--- src/rtl/exception_vector_fetch_if.sv ---
// Signal bundle between the exception vector fetch sequencer and its environment
// (exception sources, PC/EPC registers and the memory read path).
interface exception_vector_fetch_if;
    // Requests are levels, looked at only while the sequencer is idle; pc_write and
    // epc_write are single-cycle strobes; src_addr_sel is held steady until the handler byte is taken.
    logic        exc_opcode;
    logic        exc_overflow;
    logic        exc_divzero;
    logic [31:0] pc_current;
    logic [31:0] mem_data_in;
    logic [2:0]  src_addr_sel;
    logic        busy;
    logic [1:0]  exc_cause;
    logic [31:0] epc_out;
    logic        epc_write;
    logic [31:0] pc_out;
    logic        pc_write;
    logic [1:0]  dbg_state;

    modport master (
        output exc_opcode, exc_overflow, exc_divzero, pc_current, mem_data_in,
        input  src_addr_sel, busy, exc_cause, epc_out, epc_write, pc_out, pc_write, dbg_state
    );

    modport slave (
        input  exc_opcode, exc_overflow, exc_divzero, pc_current, mem_data_in,
        output src_addr_sel, busy, exc_cause, epc_out, epc_write, pc_out, pc_write, dbg_state
    );
endinterface

--- src/rtl/exception_vector_fetch.sv ---
// Services processor exceptions by reading the handler byte from vector 253/254/255,
// then loading PC with the handler and EPC with the faulting instruction address.
module exception_vector_fetch #(
    parameter int MEM_WAIT = 2
) (
    input  logic                      clk,
    input  logic                      reset,
    exception_vector_fetch_if.slave   bus
);
    typedef enum logic [1:0] {
        S_IDLE    = 2'd0,
        S_WAIT    = 2'd1,
        S_CAPTURE = 2'd2,
        S_COMMIT  = 2'd3
    } state_t;

    localparam logic [3:0] LP_WAIT = 4'(MEM_WAIT);

    state_t      r_state;
    state_t      w_state_next;
    logic [1:0]  r_cause;
    logic [31:0] r_epc;
    logic [31:0] r_epc_out;
    logic [31:0] r_handler;
    logic [3:0]  r_cnt;
    logic        w_accept;
    logic [1:0]  w_cause_sel;

    always_comb begin
        w_state_next = r_state;
        w_accept     = 1'b0;
        w_cause_sel  = 2'd0;
        if (bus.exc_opcode) begin
            w_cause_sel = 2'd1;
        end else if (bus.exc_overflow) begin
            w_cause_sel = 2'd2;
        end else if (bus.exc_divzero) begin
            w_cause_sel = 2'd3;
        end
        case (r_state)
            S_IDLE: begin
                if (bus.exc_opcode || bus.exc_overflow || bus.exc_divzero) begin
                    w_accept     = 1'b1;
                    w_state_next = S_WAIT;
                end
            end
            // Counter was loaded with MEM_WAIT on entry, so leaving at 1 gives MEM_WAIT cycles here.
            S_WAIT: begin
                if (r_cnt == 4'd1) begin
                    w_state_next = S_CAPTURE;
                end
            end
            S_CAPTURE: w_state_next = S_COMMIT;
            S_COMMIT:  w_state_next = S_IDLE;
            default:   w_state_next = S_IDLE;
        endcase
    end

    always_ff @(posedge clk or posedge reset) begin
        if (reset) begin
            r_state   <= S_IDLE;
            r_cause   <= 2'd0;
            r_epc     <= 32'd0;
            r_epc_out <= 32'd0;
            r_handler <= 32'd0;
            r_cnt     <= 4'd0;
        end else begin
            r_state <= w_state_next;
            case (r_state)
                S_IDLE: begin
                    if (w_accept) begin
                        r_cause <= w_cause_sel;
                        r_epc   <= bus.pc_current - 32'd4;
                        r_cnt   <= LP_WAIT;
                    end
                end
                S_WAIT: r_cnt <= r_cnt - 4'd1;
                // pc_out/epc_out change only here so they show the new values from COMMIT onwards.
                S_CAPTURE: begin
                    r_handler <= {24'd0, bus.mem_data_in[7:0]};
                    r_epc_out <= r_epc;
                end
                default: ;
            endcase
        end
    end

    always_comb begin
        bus.src_addr_sel = 3'd0;
        bus.busy         = (r_state != S_IDLE);
        bus.pc_write     = 1'b0;
        bus.epc_write    = 1'b0;
        if (r_state == S_WAIT || r_state == S_CAPTURE) begin
            bus.src_addr_sel = {1'b0, r_cause};
        end
        if (r_state == S_COMMIT) begin
            bus.pc_write  = 1'b1;
            bus.epc_write = 1'b1;
        end
    end

    assign bus.exc_cause = r_cause;
    assign bus.epc_out   = r_epc_out;
    assign bus.pc_out    = r_handler;
    assign bus.dbg_state = r_state;
endmodule
--- src/flat_wrapper.sv ---
// flat-port wrapper written by rule: the top's interface ports become plain ports
module exception_vector_fetch_flat 
#(
    parameter int MEM_WAIT = 2
)
  (clk, reset, bus_exc_opcode, bus_exc_overflow, bus_exc_divzero, bus_pc_current, bus_mem_data_in, bus_src_addr_sel, bus_busy, bus_exc_cause, bus_epc_out, bus_epc_write, bus_pc_out, bus_pc_write, bus_dbg_state);
  exception_vector_fetch_if bus_i ();
  input  logic clk;
  input  logic reset;
  input wire logic [$bits(bus_i.exc_opcode)-1:0] bus_exc_opcode;
  input wire logic [$bits(bus_i.exc_overflow)-1:0] bus_exc_overflow;
  input wire logic [$bits(bus_i.exc_divzero)-1:0] bus_exc_divzero;
  input wire logic [$bits(bus_i.pc_current)-1:0] bus_pc_current;
  input wire logic [$bits(bus_i.mem_data_in)-1:0] bus_mem_data_in;
  output wire logic [$bits(bus_i.src_addr_sel)-1:0] bus_src_addr_sel;
  output wire logic [$bits(bus_i.busy)-1:0] bus_busy;
  output wire logic [$bits(bus_i.exc_cause)-1:0] bus_exc_cause;
  output wire logic [$bits(bus_i.epc_out)-1:0] bus_epc_out;
  output wire logic [$bits(bus_i.epc_write)-1:0] bus_epc_write;
  output wire logic [$bits(bus_i.pc_out)-1:0] bus_pc_out;
  output wire logic [$bits(bus_i.pc_write)-1:0] bus_pc_write;
  output wire logic [$bits(bus_i.dbg_state)-1:0] bus_dbg_state;
  assign bus_i.exc_opcode = bus_exc_opcode;
  assign bus_i.exc_overflow = bus_exc_overflow;
  assign bus_i.exc_divzero = bus_exc_divzero;
  assign bus_i.pc_current = bus_pc_current;
  assign bus_i.mem_data_in = bus_mem_data_in;
  assign bus_src_addr_sel = bus_i.src_addr_sel;
  assign bus_busy = bus_i.busy;
  assign bus_exc_cause = bus_i.exc_cause;
  assign bus_epc_out = bus_i.epc_out;
  assign bus_epc_write = bus_i.epc_write;
  assign bus_pc_out = bus_i.pc_out;
  assign bus_pc_write = bus_i.pc_write;
  assign bus_dbg_state = bus_i.dbg_state;
  exception_vector_fetch #(.MEM_WAIT(MEM_WAIT)) u_core (.clk(clk), .reset(reset), .bus(bus_i));
endmodule
--- config.mk ---
export PLATFORM = sky130hd
export DESIGN_NAME = exception_vector_fetch_flat
export DESIGN_NICKNAME = d
export VERILOG_FILES = /design/src/rtl/exception_vector_fetch_if.sv /design/src/rtl/exception_vector_fetch.sv /design/src/flat_wrapper.sv
export SDC_FILE = /design/constraint.sdc
export NUM_CORES = 1
export LEC_CHECK = 0
export CAP_MARGIN = 20
export CORE_UTILIZATION = 45
export DETAILED_ROUTE_END_ITERATION = 8
export GPL_TIMING_DRIVEN = 0
export PLACE_DENSITY = 0.91
export SLEW_MARGIN = 20
export SYNTH_ARGS = -nofsm -noshare
export SYNTH_HDL_FRONTEND = slang
export SYNTH_SLANG_ARGS = --single-unit
export TNS_END_PERCENT = 5
--- constraint.sdc ---
create_clock -name clk -period 3.1 [get_ports clk]
set_clock_uncertainty 0.2 [all_clocks]
set_input_delay 0.62 -clock clk [delete_from_list [all_inputs] [get_ports clk]]
set_output_delay 0.62 -clock clk [all_outputs]
set_load 0.02 [all_outputs]
==> impl_metrics.json <==
{
  "critical_path.most_common_cell": "sky130_fd_sc_hd__inv_1",
  "yosys.area.top_type_share_pct": 51.6,
  "fmax_mhz": 351,
  "fp.dieW_um": 94.9,
  "critPathArrivalTime_ns": 2.03,
  "grt_use_total_pct": 19.5,
  "max_cap_viol_count": 0,
  "synth-edff-count": 0,
  "ctsLongestPathBuffers": 2,
  "hpwl_reported_at_the_end_of_detailed_placement_mm": 6.43,
  "internal-power_w": 0.00318,
  "hold_start": "u_core.r_epc[5]$_DFFE_PP0P_",
  "p_switching_w": 0.00182,
  "pin_count_of_the_biggest_net_entering_global_routing": 44,
  "holdBufCountCts": 0,
  "die_height_um": 94.9,
  "critical_path.endpoint_type": "primary output",
  "wire_length_of_the_first_global_routing_pass_mm": 13.4,
  "clock_root_buffer_master": "sky130_fd_sc_hd__clkbuf_8",
  "power.clock.fraction_pct": 15.2,
  "ys_types": 40,
  "required_time_of_the_critical_path_ns": 2.28,
  "critical_path.startpoint_type": "flop",
  "timing.final.max_slew_violations": 0,
  "place_worst_setup_slack_ns": 0.0978,
  "detailroute.via_count": 2926,
  "post-cts-setup-buffer-count": 0,
  "rr_startpoint": "u_core.bus.dbg_state[0]$_DFFE_PP0P_",
  "synth_flop_cell": "sky130_fd_sc_hd__dfrtp_1",
  "globalplace.congestion": 0.786,
  "path_clk_slew_ns": 0.07,
  "max_slew.worst_pin.slew_ns": 0.774,
  "worst-r2r-setup-slack_ns": 0.66,
  "start_util_pct": 46.8,
  "overflow_left_after_global_routing": 0,
  "vdd_drop_max_uv": 492,
  "floorplan.core_area_mm2": 0.00830,
  "number_of_buffers_and_inverters_on_the_critical_path": 4,
  "htree_num_levels": 3,
  "final_layout_size_suffix_gt1_share_pct": 19.8,
  "clock_sink_count": 80,
  "synth_async_sr_flop_share_pct": 100,
  "min-delay-path-class": "reg -> reg",
  "finalCritPeriodShare_pct": 91.9,
  "post-route-min-period_ns": 2.85,
  "drt_first_iter_violations": 96,
  "cp_slowest_stage_delay_ns": 0.54,
  "wl_mm": 8.36,
  "postSynthAreaPerCell_um2": 11.0,
  "p_per_area_mw_per_mm2": 950,
  "synthesis.area_mm2": 0.00388,
  "nNetsFinal": 557,
  "grt_antenna_before_repair": 0,
  "routedWlPerCell_um": 14.1,
  "worst-setup-path-type": "reg -> out",
  "synth_seq_area_share_pct": 51.6,
  "hold_depth": 1,
  "regToRegEndpoint": "u_core.r_cnt[3]$_DFFE_PP0P_",
  "std_cell_rows": 33,
  "maxSlewHeadroom_pct": 48.1,
  "syn_to_final_growth_pct": 35.5,
  "worstHoldEndpoint": "u_core.r_epc[5]$_DFFE_PP0P_",
  "detail_route.vias_per_cell": 4.95,
  "grt_setup_unrepaired": "false",
  "yosys_reg_bits": 80,
  "cts_inserted_buffers": 9,
  "antenna_cells_inserted": 0,
  "final_antenna_net_count": 0,
  "ff2ff_path_depth": 8,
  "syn_inst": 352,
  "crit_slowest_cell": "sky130_fd_sc_hd__clkdlybuf4s50_1",
  "p_leak_nw": 2.29,
  "synth_top_cell_by_area": "sky130_fd_sc_hd__dfrtp_1",
  "drt_drc_violations_left": 0,
  "post_route_hold_slack_ns": 0.274,
  "setup_failing_eps_final": 0,
  "finalHoldViolations": 0,
  "share_seq_of_total_power_pct": 36.8,
  "die_area_mm2": 0.00900,
  "first_pass_iters": 4,
  "timing.final.ws_setup_ns": 0.252,
  "postCtsResizedCells": 0,
  "yosysWarningCount": 0,
  "first_global_vias": 2911,
  "worst_skew_pair.late_latency_ns": 0.34,
  "n_fill_cell": 638,
  "crit_family": "buffers and inverters",
  "boundaryPins": 143,
  "ys_top_cells_by_area": "sky130_fd_sc_hd__dfrtp_1 52%, sky130_fd_sc_hd__mux2_2 12%, sky130_fd_sc_hd__buf_4 5.4%",
  "crit_path_max_fanout": 10,
  "power.switching_fraction_pct": 36.5,
  "cts_tree": "yes",
  "port_buffers": 93,
  "status": "completed",
  "crit_path_cell_trace": "inv_1 > ha_1 > clkbuf_1 > inv_1 > clkdlybuf4s50_1",
  "share_comb_of_total_power_pct": 48.0
}
-- through the flow --
step / TNS [ns] / cells / power, W / utilization, % / cell area, um2
2_1_floorplan: 0 / 376 / 0.00324 / - / 3970
3_3_place_gp: -72.21 / 574 / 0.00416 / 60.7 / 5030
3_5_place_dp: 0 / 575 / 0.00428 / 61.0 / 5060
4_1_cts: 0 / 591 / 0.00505 / 63.4 / 5260
5_1_grt: 0 / 591 / 0.00534 / 63.4 / 5260
6_report: 0 / 591 / 0.00500 / 63.4 / 5260
-- power groups by stage --
stage,logic (W),registers (W),clock network (W)
global placement,0.00233,0.00183,0
finish,0.00240,0.00184,0.000761
global route,0.00261,0.00190,0.000832
floorplan,0.00110,0.00214,0
CTS,0.00242,0.00184,0.000784
detailed placement,0.00241,0.00186,0
-- layout make-up --
class                           count  area, um2  area share, %
Sequential cell                    80       2000           38.1
Multi-Input combinational cell    244       1670           31.8
Timing Repair Buffer               94        951           18.1
Buffer                             41        259           4.92
Clock buffer                       13        159           3.02
Tap cell                          105        131           2.50
Inverter                           11       43.8          0.833
Clock inverter                      3       40.0          0.761
-- synth_stat cells (5+ instances only) --
cell / n
sky130_fd_sc_hd__dfrtp_1: 80
sky130_fd_sc_hd__mux2_2: 42
sky130_fd_sc_hd__nand2_1: 36
sky130_fd_sc_hd__buf_4: 28
sky130_fd_sc_hd__o21ai_0: 25
sky130_fd_sc_hd__nor2_1: 20
sky130_fd_sc_hd__xor2_1: 17
sky130_fd_sc_hd__inv_1: 11
sky130_fd_sc_hd__clkbuf_1: 10
sky130_fd_sc_hd__xnor2_1: 10
sky130_fd_sc_hd__nand4_1: 9
sky130_fd_sc_hd__ha_1: 7
sky130_fd_sc_hd__nor3_1: 6
sky130_fd_sc_hd__o21ai_1: 6
sky130_fd_sc_hd__nor4_1: 5
-- per-layer routing --
| metal | share of wire, % | up-vias | GRT usage [%] |
|---|---|---|---|
| met4 | 1.3 | 0 | 6.69 |
| met2 | 51 | 92 | 35.3 |
| met3 | 4.6 | 10 | 3.54 |
| met5 | 0 | - | 0 |
| li1 | - | 1417 | - |
| met1 | 43 | 1407 | 23.1 |
-- logic make-up (layout without fill, tap and decap cells) --
kind of cell / Yosys count / in the layout / synth area share [%]
muxes: 42 / 42 / 12.2
AOI/OAI and AO/OA: 46 / 46 / 6.83
xor gates and xnor gates: 27 / 27 / 6.09
and+or+nand+nor: 97 / 97 / 13.2
adders and majority gates: 7 / 7 / 2.26
DFF: 80 / 80 / 51.6
buffers and inverters: 52 / 162 / 7.74
other: 1 / 25 / 0.0966
-- worst max path at each step --
stage / startpoint / end / slack (ns) / depth (start not counted)
4_1_cts: u_core.bus.dbg_state[0]$_DFFE_PP0P_ / bus_busy / 0.24 / 5
5_1_grt: u_core.bus.dbg_state[0]$_DFFE_PP0P_ / bus_busy / 0.12 / 5
3_5_place_dp: bus_pc_current[2] / u_core.r_epc[18]$_DFFE_PP0P_ / 0.1 / 8
6_report: u_core.bus.dbg_state[0]$_DFFE_PP0P_ / bus_busy / 0.25 / 5
3_3_place_gp: reset / u_core.bus.pc_out[7]$_DFFE_PP0P_ / -0.91 / 2
2_1_floorplan: reset / u_core.bus.dbg_state[0]$_DFFE_PP0P_ / 0.23 / 1
-- placed cells by master, fill, tap and decap left out, types with 2 or more instances in the layout --
master,n
sky130_fd_sc_hd__a21o_1,3
sky130_fd_sc_hd__a21oi_1,3
sky130_fd_sc_hd__and2_1,2
sky130_fd_sc_hd__buf_1,3
sky130_fd_sc_hd__buf_4,28
sky130_fd_sc_hd__clkbuf_1,12
sky130_fd_sc_hd__clkbuf_8,11
sky130_fd_sc_hd__clkdlybuf4s50_1,93
sky130_fd_sc_hd__clkinv_2,2
sky130_fd_sc_hd__conb_1,25
sky130_fd_sc_hd__dfrtp_1,80
sky130_fd_sc_hd__ha_1,7
sky130_fd_sc_hd__inv_1,10
sky130_fd_sc_hd__mux2_2,42
sky130_fd_sc_hd__nand2_1,36
sky130_fd_sc_hd__nand3_1,2
sky130_fd_sc_hd__nand4_1,9
sky130_fd_sc_hd__nand4b_1,2
sky130_fd_sc_hd__nor2_1,20
sky130_fd_sc_hd__nor3_1,6
sky130_fd_sc_hd__nor4_1,5
sky130_fd_sc_hd__nor4b_1,2
sky130_fd_sc_hd__o21ai_0,25
sky130_fd_sc_hd__o21ai_1,6
sky130_fd_sc_hd__or3_1,2
sky130_fd_sc_hd__or4_1,3
sky130_fd_sc_hd__or4_4,2
sky130_fd_sc_hd__xnor2_1,10
sky130_fd_sc_hd__xor2_1,17
-- worst register-to-register path: cells and delay by family (launching register included) --
kind / cells / cell delay [ns]
xor gates and xnor gates: 1 / 0.15
AOI/OAI and AO/OA: 1 / 0.14
DFF: 1 / 0.44
adders and majority gates: 1 / 0.19
buffers and inverters: 2 / 0.45
and+or+nand+nor: 3 / 0.77
-- sequential cells by signal, summed over array words and instances (netlist names) --
| register | flops |
|---|---|
| u_core.bus.epc_out | 32 |
| u_core.r_epc | 32 |
| u_core.bus.pc_out | 8 |
| u_core.r_cnt | 4 |
| u_core.bus.dbg_state | 2 |
| u_core.bus.exc_cause | 2 |
(Power assumes the default switching activity.)
==> edit: new RTL, config.mk and constraints unchanged <==
Reset style: synchronous (`reset`), changed in one clocked block.
--- a/src/rtl/exception_vector_fetch.sv
+++ b/src/rtl/exception_vector_fetch.sv
@@ -58,3 +58,3 @@
 
-    always_ff @(posedge clk or posedge reset) begin
+    always_ff @(posedge clk) begin
         if (reset) begin
Behaviour: differs if reset is asserted again (counterexample within 4 cycles, from zero or initial values and one cycle with reset high); with reset held inactive, the same outputs for 10 cycles.
==> edit against the original RTL <==
The flow now finishes with violations (design-rule violations); combinational power shrank 43%; clock power is 11% higher; wire length is 18% higher; setup slack got worse by 12 ps; sequential cell count stayed put; total power shrank 27%; synthesized area fell by 2.4%; worst hold slack worse by 5.8 ps; final area fell by 1.7%; highest routed layer unchanged.
==> edit: results (changes against the original RTL) <==
Run status
  • Failing checks: design-rule violations
  • Status: finished, violations left

Global routing
  • Vias in the first global route: 3270 (+12%)
  • Met1 Resource Use GR: 26.7% (+3.6 points)
  • GRT Overall Usage: 22.8% (+3.3 points)
  • Met2 Usage GRT: 39.2% (+3.9 points)
  • Met3 Use GR: 6.31% (+2.8 points)
  • Largest net degree at the start of global routing: 15 (-66%)
  • First-pass GRT wire length: 15500 um (+15%)

Timing
  • Max-slew headroom: 44.8% (-3.3 points)

Power and ir drop
  • Sw frac: 36.1% (-0.33 points)
  • Clock group: 847 uW (+11%)
  • Comb group: 1360 uW (-43%)
  • Total Power: 3660 uW (-27%)
  • VDD IR max: 0.307 mV (-38%)
  • Static Leakage: 0.00189 uW (-17%)

Place
  • Placed inst area: 4940 sq um (-2.3%)
  • GP Congestion: 0.917 (+17%)
  • Setup WS pre-CTS: -186 ps (-284 ps)
  • Dpl hpwl: 7280 um (+13%)
  • Inst Count DP: 640 (+11%)

Clocking
  • Root Driver: clkbuf_8
  • Clock tree buffer depth: 2 (unchanged)
  • Worst-Skew Late Latency: 360 ps (+20 ps)
  • Total CTS buffers: 9 (unchanged)
  • Clk slew on worst S/H paths: 80 ps
  • # H-tree levels: 3 (unchanged)

Finish
  • Multi-Input Combinational: 301 (+23%)
  • Multi-input logic portion of the cell area: 37.8% (+6.0 points)
  • Final Non-Filler Cells: 656 (+11%)
  • Filler cells: 683 (+7.1%)
  • Clock-cell share: 4.26% (+0.48 points)
  • Final core utilization: 63.2% (-0.16 points)
  • FF+latch count: 80 (unchanged)
  • Nets: 622 (+12%)
  • Non-CTS buffers: 143 (+5.9%)
  • Fraction of layout cells with a size suffix above 1: 10.2% (-9.6 points)
  • Signal buffers share of area: 23.6% (+0.60 points)
  • Seq. cell area: 1600 sq um (-20%)

Logic synthesis
  • Synthesis Warnings: 0 (unchanged)
  • Commonest cells post-synth: 80 x dfxtp_1, 78 x nor2_1, 42 x mux2i_1
  • Synth top area cells: dfxtp_1 42%, mux2i_1 11%, nor2_1 7.7%, buf_4 5.2%, a311oi_1 3.5%
  • Post-synthesis sequential area ratio: 42.3% (-9.3 points)
  • Top_reg_cell synth: dfxtp_1
  • Async set-or-reset flop fraction in the synthesized netlist: 0% (-100 points)
  • Synth Area per Inst: 9.07 sq um (-18%)
  • Number of library cell types mapped by synthesis: 47 (+18%)

Detailed routing
  • Total number of vias: 3522 (+20%)
  • 1st-pass router iterations: 7 (+3)
  • DRC Markers: 2 (+2)
  • 1st-iter DRT viols: 255 (+170%)
  • Total Wirelength: 9880 um (+18%)

Floorplan
  • Core footprint: 8180 sq um (-1.5%)

Setup path
  • Worst-path fanout max: 10 (unchanged)
  • Data arrival, critical path: 2930 ps (+900 ps)

Worst hold path
  • Hold Path Class: register to register
## edit: changes by cell type in the layout (fill, tap and decap cells not counted), moves of 8 or more
cell,before,now
dfrtp_1,80,0
dfxtp_1,0,80
nor2_1,20,78
mux2_2,42,0
mux2i_1,0,42
nand2_1,36,15
o21ai_0,25,7
a211oi_1,0,15
a311oi_1,0,15
xor2_1,17,6
o31ai_1,1,11
or4_1,3,12
or3_1,2,10
## edit: what timing repair did
action	CTS	global route
setup endpoints to repair	0	1
gates resized for setup	0	1
endpoints found under the hold margin	0	0
hold buffers	0	0
## edit: routing by layer
metal	routed length, um	vias up
met5	0	-
met4	187	0
met3	735	21
met2	4910	142
met1	4050	1650
li1	-	1709
## edit: path summary, 6_finish.rpt
kind / depth (start not counted) / end / slack [ps] / startpoint
worst max-delay path: 6 / u_core.r_epc[19] / 240 / bus_pc_current[8]
worst min-delay path: 2 / u_core.r_epc[1] / 270 / u_core.r_epc[1]
worst max register to register: 7 / u_core.r_epc[5] / 680 / u_core.bus.dbg_state[1]
worst min register to register: 2 / u_core.r_epc[1] / 270 / u_core.r_epc[1]
## edit: cell families (layout without fill, tap and decap cells)
| kind of cell | after synthesis | after routing | share of synthesized area (%) |
|---|---|---|---|
| other | 1 | 25 | 0.0989 |
| muxes | 42 | 42 | 11.1 |
| AOI/OAI and AO/OA | 63 | 63 | 12.3 |
| adders and majority gates | 7 | 7 | 2.31 |
| xor gates and xnor gates | 9 | 9 | 2.08 |
| buffers and inverters | 61 | 170 | 8.72 |
| and+or+nand+nor | 155 | 155 | 21.1 |
| DFF | 80 | 80 | 42.3 |
## edit: critical path, cell delays in order
cell and delay, ps:
clkdlybuf4s50_1 500, nor4_4 590, nand3_1 330, buf_2 290, or3_1 350, a311oi_1 240
